**src/rtl/cksum_dispatch_pkg.sv**
```systemverilog
// Shared types for the checksum job dispatcher: FSM state encoding, the job
// descriptor layout and the bus widths it is built on.
package cksum_pkg;

  localparam int CKSUM_ADDR_W = 32;
  localparam int CKSUM_DATA_W = 32;
  localparam int CKSUM_CNT_W  = 16;

  typedef enum logic [1:0] {
    IDLE    = 2'd0,
    ISSUE   = 2'd1,
    WAIT    = 2'd2,
    RELEASE = 2'd3
  } cksum_state_e;

  typedef struct packed {
    logic [CKSUM_ADDR_W-1:0] field_start;
    logic [CKSUM_DATA_W-1:0] field_len;
    logic [CKSUM_ADDR_W-1:0] dst;
  } cksum_job_t;

  // Occupancy counter width for a FIFO holding 0..depth entries.
  function automatic int fifo_cnt_w(input int depth);
    return $clog2(depth + 1);
  endfunction

endpackage

```
**src/rtl/cksum_dispatch_if.sv**
```systemverilog
// Job descriptor intake and checksum-unit handshake bundle. The slave modport is
// the dispatcher's view; master is the surrounding pipeline/checksum side.
interface cksum_dispatch_if #(
  parameter int ADDR_W = 32,
  parameter int DATA_W = 32,
  parameter int CNT_W  = 16
);
  logic              job_valid_i;
  logic              job_ready_o;
  logic [ADDR_W-1:0] job_field_start_i;
  logic [DATA_W-1:0] job_field_len_i;
  logic [ADDR_W-1:0] job_dst_i;

  logic              cks_start_o;
  logic [ADDR_W-1:0] cks_field_start_o;
  logic [DATA_W-1:0] cks_field_len_o;
  logic [ADDR_W-1:0] cks_dst_o;
  logic              cks_ready_i;

  logic              busy_o;
  logic              done_o;
  logic [CNT_W-1:0]  jobs_done_o;
  logic              err_o;

  modport slave (
    input  job_valid_i, job_field_start_i, job_field_len_i, job_dst_i, cks_ready_i,
    output job_ready_o, cks_start_o, cks_field_start_o, cks_field_len_o, cks_dst_o,
    output busy_o, done_o, jobs_done_o, err_o
  );

  modport master (
    output job_valid_i, job_field_start_i, job_field_len_i, job_dst_i, cks_ready_i,
    input  job_ready_o, cks_start_o, cks_field_start_o, cks_field_len_o, cks_dst_o,
    input  busy_o, done_o, jobs_done_o, err_o
  );

endinterface

```
**src/rtl/cksum_dispatch_job_fifo.sv**
```systemverilog
// Synchronous descriptor FIFO. The head entry is presented combinationally; the
// dispatcher's output register captures it on pop, acting as the registered read.
module job_fifo
  import cksum_pkg::*;
#(
  parameter int DEPTH = 4
) (
  input  logic                           clk,
  input  logic                           rst,
  input  logic                           push,
  input  cksum_job_t                     push_data,
  input  logic                           pop,
  output cksum_job_t                     pop_data,
  output logic                           full,
  output logic                           empty,
  output logic [$clog2(DEPTH+1)-1:0]     count
);

  localparam int PTR_W = (DEPTH > 1) ? $clog2(DEPTH) : 1;
  localparam int CNT_W = $clog2(DEPTH + 1);

  cksum_job_t       mem [DEPTH];
  logic [PTR_W-1:0] wr_ptr_reg;
  logic [PTR_W-1:0] rd_ptr_reg;
  logic [CNT_W-1:0] count_reg;
  logic             do_push;
  logic             do_pop;

  assign full    = (count_reg == CNT_W'(DEPTH));
  assign empty   = (count_reg == '0);
  assign count   = count_reg;
  assign do_push = push && !full;
  assign do_pop  = pop && !empty;

  assign pop_data = mem[rd_ptr_reg];

  // Storage carries no reset so it can map onto distributed/block RAM.
  always_ff @(posedge clk) begin
    if (do_push) begin
      mem[wr_ptr_reg] <= push_data;
    end
  end

  // Power-of-two depth: pointers wrap naturally at their full width.
  always_ff @(posedge clk) begin
    if (!rst) begin
      wr_ptr_reg <= '0;
      rd_ptr_reg <= '0;
      count_reg  <= '0;
    end else begin
      if (do_push) begin
        wr_ptr_reg <= wr_ptr_reg + PTR_W'(1);
      end
      if (do_pop) begin
        rd_ptr_reg <= rd_ptr_reg + PTR_W'(1);
      end
      case ({do_push, do_pop})
        2'b10:   count_reg <= count_reg + CNT_W'(1);
        2'b01:   count_reg <= count_reg - CNT_W'(1);
        default: count_reg <= count_reg;
      endcase
    end
  end

endmodule

```
**src/rtl/cksum_dispatch.sv**
```systemverilog
// Checksum job front-end: queues descriptors and runs the checksum unit's level
// start/ready handshake one job at a time. Optional WAIT timeout: CKSUM_DISPATCH_TIMEOUT_EN.
module cksum_dispatch
  import cksum_pkg::*;
#(
  parameter int ADDR_W         = CKSUM_ADDR_W,
  parameter int DATA_W         = CKSUM_DATA_W,
  parameter int FIFO_DEPTH     = 4,
  parameter int CNT_W          = CKSUM_CNT_W,
  parameter int TIMEOUT_CYCLES = 1024
) (
  input logic             clk,
  input logic             rst,
  cksum_dispatch_if.slave bus
);

  localparam int FCNT_W = fifo_cnt_w(FIFO_DEPTH);

  // Elaboration-time guards: the descriptor struct is sized by the package.
  if (ADDR_W != CKSUM_ADDR_W || DATA_W != CKSUM_DATA_W) begin : g_bad_width
    $error("cksum_dispatch: ADDR_W/DATA_W must match cksum_pkg widths");
  end
  if (FIFO_DEPTH < 2 || (FIFO_DEPTH & (FIFO_DEPTH - 1)) != 0) begin : g_bad_depth
    $error("cksum_dispatch: FIFO_DEPTH must be a power of two, at least 2");
  end
  if (TIMEOUT_CYCLES < 1) begin : g_bad_timeout
    $error("cksum_dispatch: TIMEOUT_CYCLES must be at least 1");
  end

  cksum_state_e      state_reg, state_next;
  cksum_job_t        job_reg, job_next;
  logic              cks_start_reg, cks_start_next;
  logic              done_reg, done_next;
  logic [CNT_W-1:0]  jobs_done_reg, jobs_done_next;

  cksum_job_t        fifo_push_data;
  cksum_job_t        fifo_head;
  logic              fifo_push;
  logic              fifo_pop;
  logic              fifo_full;
  logic              fifo_empty;
  logic [FCNT_W-1:0] fifo_count;

`ifdef CKSUM_DISPATCH_TIMEOUT_EN
  localparam int TMO_W = $clog2(TIMEOUT_CYCLES + 1);
  localparam logic [TMO_W-1:0] TMO_LAST = TMO_W'(TIMEOUT_CYCLES - 1);

  logic [TMO_W-1:0]  tmo_reg, tmo_next;
  logic              err_reg, err_next;
`endif

  assign fifo_push      = bus.job_valid_i && !fifo_full;
  assign fifo_push_data = '{field_start: bus.job_field_start_i,
                            field_len:   bus.job_field_len_i,
                            dst:         bus.job_dst_i};

  job_fifo #(
    .DEPTH(FIFO_DEPTH)
  ) u_job_fifo (
    .clk       (clk),
    .rst       (rst),
    .push      (fifo_push),
    .push_data (fifo_push_data),
    .pop       (fifo_pop),
    .pop_data  (fifo_head),
    .full      (fifo_full),
    .empty     (fifo_empty),
    .count     (fifo_count)
  );

  always_ff @(posedge clk) begin
    if (!rst) begin
      state_reg     <= IDLE;
      job_reg       <= '0;
      cks_start_reg <= 1'b0;
      done_reg      <= 1'b0;
      jobs_done_reg <= '0;
`ifdef CKSUM_DISPATCH_TIMEOUT_EN
      tmo_reg       <= '0;
      err_reg       <= 1'b0;
`endif
    end else begin
      state_reg     <= state_next;
      job_reg       <= job_next;
      cks_start_reg <= cks_start_next;
      done_reg      <= done_next;
      jobs_done_reg <= jobs_done_next;
`ifdef CKSUM_DISPATCH_TIMEOUT_EN
      tmo_reg       <= tmo_next;
      err_reg       <= err_next;
`endif
    end
  end

  always_comb begin
    state_next     = state_reg;
    job_next       = job_reg;
    cks_start_next = cks_start_reg;
    done_next      = 1'b0;
    jobs_done_next = jobs_done_reg;
    fifo_pop       = 1'b0;
`ifdef CKSUM_DISPATCH_TIMEOUT_EN
    tmo_next       = tmo_reg;
    err_next       = err_reg;
`endif
    case (state_reg)
      IDLE: begin
        // The only place the cks_* payload may change, so it is stable under start.
        if (!fifo_empty) begin
          fifo_pop       = 1'b1;
          job_next       = fifo_head;
          cks_start_next = 1'b1;
          state_next     = ISSUE;
        end
      end
      ISSUE: begin
        // cks_ready_i may still be high from the previous job here; ignore it.
        state_next = WAIT;
`ifdef CKSUM_DISPATCH_TIMEOUT_EN
        tmo_next   = '0;
`endif
      end
      WAIT: begin
        if (bus.cks_ready_i) begin
          cks_start_next = 1'b0;
          done_next      = 1'b1;
          jobs_done_next = jobs_done_reg + CNT_W'(1);
          state_next     = RELEASE;
        end
`ifdef CKSUM_DISPATCH_TIMEOUT_EN
        else if (tmo_reg == TMO_LAST) begin
          cks_start_next = 1'b0;
          err_next       = 1'b1;
          state_next     = RELEASE;
        end else begin
          tmo_next = tmo_reg + TMO_W'(1);
        end
`endif
      end
      RELEASE: begin
        state_next = IDLE;
      end
      default: begin
        state_next = IDLE;
      end
    endcase
  end

  assign bus.job_ready_o       = !fifo_full;
  assign bus.cks_start_o       = cks_start_reg;
  assign bus.cks_field_start_o = job_reg.field_start;
  assign bus.cks_field_len_o   = job_reg.field_len;
  assign bus.cks_dst_o         = job_reg.dst;
  assign bus.busy_o            = (fifo_count != '0) || (state_reg != IDLE);
  assign bus.done_o            = done_reg;
  assign bus.jobs_done_o       = jobs_done_reg;
`ifdef CKSUM_DISPATCH_TIMEOUT_EN
  assign bus.err_o             = err_reg;
`else
  assign bus.err_o             = 1'b0;
`endif

endmodule

```
**src/flat_wrapper.sv**
```systemverilog
// flat-port wrapper written by rule: the top's interface ports become plain ports
module cksum_dispatch_flat import cksum_pkg::*;
#(
  parameter int ADDR_W         = CKSUM_ADDR_W,
  parameter int DATA_W         = CKSUM_DATA_W,
  parameter int FIFO_DEPTH     = 4,
  parameter int CNT_W          = CKSUM_CNT_W,
  parameter int TIMEOUT_CYCLES = 1024
)
  (clk, rst, bus_job_valid_i, bus_job_field_start_i, bus_job_field_len_i, bus_job_dst_i, bus_cks_ready_i, bus_job_ready_o, bus_cks_start_o, bus_cks_field_start_o, bus_cks_field_len_o, bus_cks_dst_o, bus_busy_o, bus_done_o, bus_jobs_done_o, bus_err_o);
  cksum_dispatch_if #(.ADDR_W(ADDR_W), .DATA_W(DATA_W), .CNT_W(CNT_W)) bus_i ();
  input logic clk;
  input logic rst;
  input wire logic [$bits(bus_i.job_valid_i)-1:0] bus_job_valid_i;
  input wire logic [$bits(bus_i.job_field_start_i)-1:0] bus_job_field_start_i;
  input wire logic [$bits(bus_i.job_field_len_i)-1:0] bus_job_field_len_i;
  input wire logic [$bits(bus_i.job_dst_i)-1:0] bus_job_dst_i;
  input wire logic [$bits(bus_i.cks_ready_i)-1:0] bus_cks_ready_i;
  output wire logic [$bits(bus_i.job_ready_o)-1:0] bus_job_ready_o;
  output wire logic [$bits(bus_i.cks_start_o)-1:0] bus_cks_start_o;
  output wire logic [$bits(bus_i.cks_field_start_o)-1:0] bus_cks_field_start_o;
  output wire logic [$bits(bus_i.cks_field_len_o)-1:0] bus_cks_field_len_o;
  output wire logic [$bits(bus_i.cks_dst_o)-1:0] bus_cks_dst_o;
  output wire logic [$bits(bus_i.busy_o)-1:0] bus_busy_o;
  output wire logic [$bits(bus_i.done_o)-1:0] bus_done_o;
  output wire logic [$bits(bus_i.jobs_done_o)-1:0] bus_jobs_done_o;
  output wire logic [$bits(bus_i.err_o)-1:0] bus_err_o;
  assign bus_i.job_valid_i = bus_job_valid_i;
  assign bus_i.job_field_start_i = bus_job_field_start_i;
  assign bus_i.job_field_len_i = bus_job_field_len_i;
  assign bus_i.job_dst_i = bus_job_dst_i;
  assign bus_i.cks_ready_i = bus_cks_ready_i;
  assign bus_job_ready_o = bus_i.job_ready_o;
  assign bus_cks_start_o = bus_i.cks_start_o;
  assign bus_cks_field_start_o = bus_i.cks_field_start_o;
  assign bus_cks_field_len_o = bus_i.cks_field_len_o;
  assign bus_cks_dst_o = bus_i.cks_dst_o;
  assign bus_busy_o = bus_i.busy_o;
  assign bus_done_o = bus_i.done_o;
  assign bus_jobs_done_o = bus_i.jobs_done_o;
  assign bus_err_o = bus_i.err_o;
  cksum_dispatch #(.ADDR_W(ADDR_W), .DATA_W(DATA_W), .FIFO_DEPTH(FIFO_DEPTH), .CNT_W(CNT_W), .TIMEOUT_CYCLES(TIMEOUT_CYCLES)) u_core (.clk(clk), .rst(rst), .bus(bus_i));
endmodule
```
**config.mk**
```make
export PLATFORM = sky130hd
export DESIGN_NAME = cksum_dispatch_flat
export DESIGN_NICKNAME = d
export VERILOG_FILES = /design/src/rtl/cksum_dispatch_pkg.sv /design/src/rtl/cksum_dispatch_if.sv /design/src/rtl/cksum_dispatch_job_fifo.sv /design/src/rtl/cksum_dispatch.sv /design/src/flat_wrapper.sv
export SDC_FILE = /design/constraint.sdc
export NUM_CORES = 1
export LEC_CHECK = 0
export CAP_MARGIN = 10
export CORE_UTILIZATION = 40
export CTS_CLUSTER_DIAMETER = 150
export DETAILED_ROUTE_END_ITERATION = 16
export PLACE_DENSITY = 0.58
export SLEW_MARGIN = 30
export SYNTH_ARGS = -nofsm -noshare
export SYNTH_HDL_FRONTEND = slang
export SYNTH_SLANG_ARGS = --single-unit
export TNS_END_PERCENT = 50
```
**constraint.sdc**
```tcl
create_clock -name clk -period 3.7 [get_ports clk]
set_input_delay 0.37 -clock clk [delete_from_list [all_inputs] [get_ports clk]]
set_output_delay 0.37 -clock clk [all_outputs]
set_load 0.1 [all_outputs]
```
==> results.md <==
Power:
- The combinational cell fraction of total power is 35.9%.
- The switching power summed over all nets is 7.83 mW.
- The internal portion of the total power is 12.1 mW.
- The areal power density over the cells is 865 nW/um2.
- The share of total power dissipated in the clock network is 26.2%.
- The worst voltage drop across the vdd grid is 619 uV.
- The total power is 19.9 mW.
- Of the total power, the share spent switching nets is 39.3%.
- The portion of total power attributed to sequential cells is between 30% and 40%.
- The leakage power is about 7.4 nW.

Logic synthesis:
- Yosys mapped a number of flops with a built-in enable equal to 384.
- In the synthesized netlist, the cells that appear most often are edfxtp_1 (384), nand2_1 (203), dfxtp_1 (123), a21oi_1 (104), mux4_2 (96).
- The number of warnings issued by yosys is 0.
- For this run, asynchronously set or reset flops after synthesis account for 0%.
- The dominant synthesized flop cell is edfxtp_1.
- For this run, the register share of the synthesized area comes to between 70 and 80%.
- The most frequent cell after synthesis is edfxtp_1.
- The combined area of all synthesized cells is around 18,000 um2.
- Each instance of the synthesized netlist takes up on average 17.2 um2.
- The cell count after synthesis came out at 1,069.
- The number of nets in the synthesized netlist is around 1,200.
- Counting distinct cell types in the post-synthesis netlist gives approximately 40.
- Ranked by total cell area, the synthesized netlist is headed by edfxtp_1 (63%), dfxtp_1 (13%), mux4_2 (12%).
- The largest area contributor in the netlist is edfxtp_1.
- The top cell type by area accounts for between 60% and 70% of the synthesized area.
- Synthesis inferred 507 register bits.

Layout:
- The cell area after layout is ~23,000 um2.
- The number of standard cells in the layout, taps in and fillers out is 1,953.
- Of the cells placed in the final design, the portion with a size suffix greater than 1 is 15.9%.
- The final layout contains 1,417 nets.
- The area growth from synthesis to layout is 25.2%.
- The register containing the most flip-flops in the final layout is u_core.u_job_fifo.mem.
- The core utilization of the finished layout is about half.
- Fill cells in the final layout number between 3,000 and 4,000.
- The number of flip-flops in the largest register is 384.

Run:
- Max-cap violations in this run came to 0.

Placed design:
- The total instance count after detailed placement is approximately 1,900.
- The final weighted congestion in routability-driven placement is just over 0.7.
- The number of port buffers is 215.
- The half-perimeter wire length of the detailed placement result is 23,000 um.
- OpenSTA, run right after detailed placement, puts the worst setup slack at between 1 and 1.5 ns.
- The placed cell area is 21,300 um2.

Worst setup path:
- The capturing element type of the critical path is an output port.
- The startpoint kind of the worst setup timing path is a flop.
- The maximum fanout count along the critical path is 4.
- STA puts the critical path data required time at 3.33 ns.
- The category of the critical setup timing path is flop to output port.
- At the worst endpoint, the arrival time is around 2.9 ns.
- The slack of the worst reg-to-reg path is 1.19 ns.

Timing:
- The count of final setup violators is 0.
- The clock period minus worst slack is 3.28 ns.
- For the pin with the worst max-slew slack, the measured transition is 1.03 ns.
- On the final layout, the worst clock skew is ~0.024 ns.
- The post-layout worst setup margin is 0.420 ns.
- The number of pins with negative max-slew slack in the final report is 0.
- The hold slack is 0.405 ns.
- The total count of hold-check failures in the final report is 0.
- The final-layout setup total negative slack is 0 ns.
- Setup repair after global routing left no endpoint under its margin.
- The final period utilization is between 80% and 90%.
- For this run, the top clock speed supported by timing is roughly 0.3 GHz.
- The relative slew slack is between 30 and 40%.

Global route:
- The first-pass GRT wire length is 60,100 um.
- The number of antenna violations at the first check in global routing is 3.
- The number of global-route vias before repair is 10,163.
- Entering global routing, the biggest net connects between 50 and 60 pins.
- The global-route track usage on met3 is 3.38%.
- The global routing met2 resource utilization is roughly 28%.
- The aggregate global-route resource usage is between 15 and 20%.
- After global routing the overflow that remains totals 0.
- The met1 track utilization from global routing is 22.9%.
- The layer flagged by global routing as most heavily used is met2.

Outcome:
- The run finished with clean final reports.

CTS:
- After clock tree synthesis, the clock-pin slew on the worst setup and hold paths is ~0.06 ns.
- The CTS tree is done.
- The tree is rooted in a clkbuf_16.
- The longest clock path from root to sink contains 3 buffers.
- The number of levels in the clock H-tree is 2.
- At the later pin of the worst-skew pair, clock insertion delay measures 0.59 ns.
- The number of buffers added by the clock tree synthesis step is between 50 and 60.
- The CTS sink count is ~510.
- The post-CTS setup buffer count is 0.
- For this design, the CTS-stage hold fixing added 0 buffers.
- The number of gates resized after CTS was 0.

Floorplanning:
- The die is 217 um tall.
- In this run the horizontal extent of the chip is around 220 um.
- The area of the die is 46,900 um2.
- For this design the top-level I/O count stands at 217.
- The floorplan has 78 rows.
- The total area inside the core boundary comes to 45,400 um2.
- Once the floorplan was initialized, standard cells occupied around 41% of the core.

Worst hold path:
- The min-delay analysis places its worst path in the category input port to flop.

Drt:
- Summed over all layers, the routed wires come to roughly 39,000 um.
- The post-detailed-route wirelength per cell is 20.1 um.
- The first detailed-routing pass ran for 4 iterations.
- The number of DRC violations after detailed-routing iteration 0 is 482.
- The remaining antenna violation count is 0.
- The vias after detailed routing is 9,800.
- The via count normalized by instance count is 5.02.
- The number of remaining DRC errors is 0.
-- kinds of logic (layout without fill, tap and decap cells) --
logic type	count (synthesis)	in the layout	share of synthesized area, %
flip-flops	507	507	76.0
AND/OR/NAND/NOR	259	259	5.90
AO/OA/AOI/OAI	110	110	3.09
multiplexers	97	97	11.8
buffers and inverters	68	350	1.66
XOR/XNOR	17	17	0.809
adder cells (fa/ha/maj)	10	10	0.720
other	1	3	0.0204
-- critical path, cell delays in order (launching register included) --
cell             delay [ns]
dfxtp_1                0.31
inv_1                  0.10
ha_1                   0.22
nor4b_1                0.60
inv_1                  0.11
clkdlybuf4s50_1        1.00
-- metal layers --
layer,part of all wire (%),vias to the layer above
met5,0.056,-
met4,2.0,4
met3,4.7,60
met2,48,217
met1,45,4997
li1,-,4522
-- cell usage in the layout (no fill, tap or decap), types with 2 or more instances in the layout --
cell             count
nor2_1              22
and3_1               2
a21oi_1            104
mux4_2              96
clkbuf_1            20
buf_12               7
o21ai_0              4
xnor2_1              7
buf_2                6
nand4_1              4
clkinv_1             5
clkinvlp_4           3
dfxtp_1            121
nand2_1            203
or3_1                3
xor2_1              10
nor3_1               4
nor4_1               2
clkinv_2             4
inv_1                9
inv_6                2
and2_1               2
clkbuf_16           53
edfxtp_1           384
dfxtp_4              2
clkbuf_8             6
bufinv_16            5
diode_2              2
inv_4                2
nand3_1              3
ha_1                 9
buf_4               19
clkdlybuf4s50_1    209
and3_4               4
-- power by group through the flow --
stage	clock [mW]	combinational, mW	sequential [mW]
after detailed placement	0	7.26	7.68
final	5.23	7.17	7.55
after global routing	5.56	7.55	7.65
after CTS	5.37	7.28	7.57
after floorplan	0	2.28	10.7
after global placement	0	7.26	7.66
-- area by class of cell --
class                   count  area (um2)  share of cell area, %
inverters                  11        46.3                  0.201
multi-input cells         494        4130                   17.9
well taps                 600         751                   3.26
repair buffers            241        2400                   10.4
clock inverters            19         229                  0.993
clock buffers              79        1480                   6.44
flip-flops and latches    507       14000                   60.7
diodes                      2        5.00                 0.0217
-- final timing paths --
path                                            from                                       to  depth (start not counted)
min                                 bus_job_dst_i[7]    u_core.u_job_fifo.mem[0][7]$_DFFE_PP_                          1
min reg2reg    u_core.bus.cks_dst_o[12]$_SDFFE_PN0P_    u_core.bus.cks_dst_o[12]$_SDFFE_PN0P_                          2
max reg2reg  u_core.u_job_fifo.count[2]$_SDFFE_PN0P_  u_core.u_job_fifo.count[2]$_SDFFE_PN0P_                          9
max                 u_core.state_reg[0]$_SDFFE_PN0P_                               bus_busy_o                          5
Note: power is estimated with default switching activity, not from simulation.
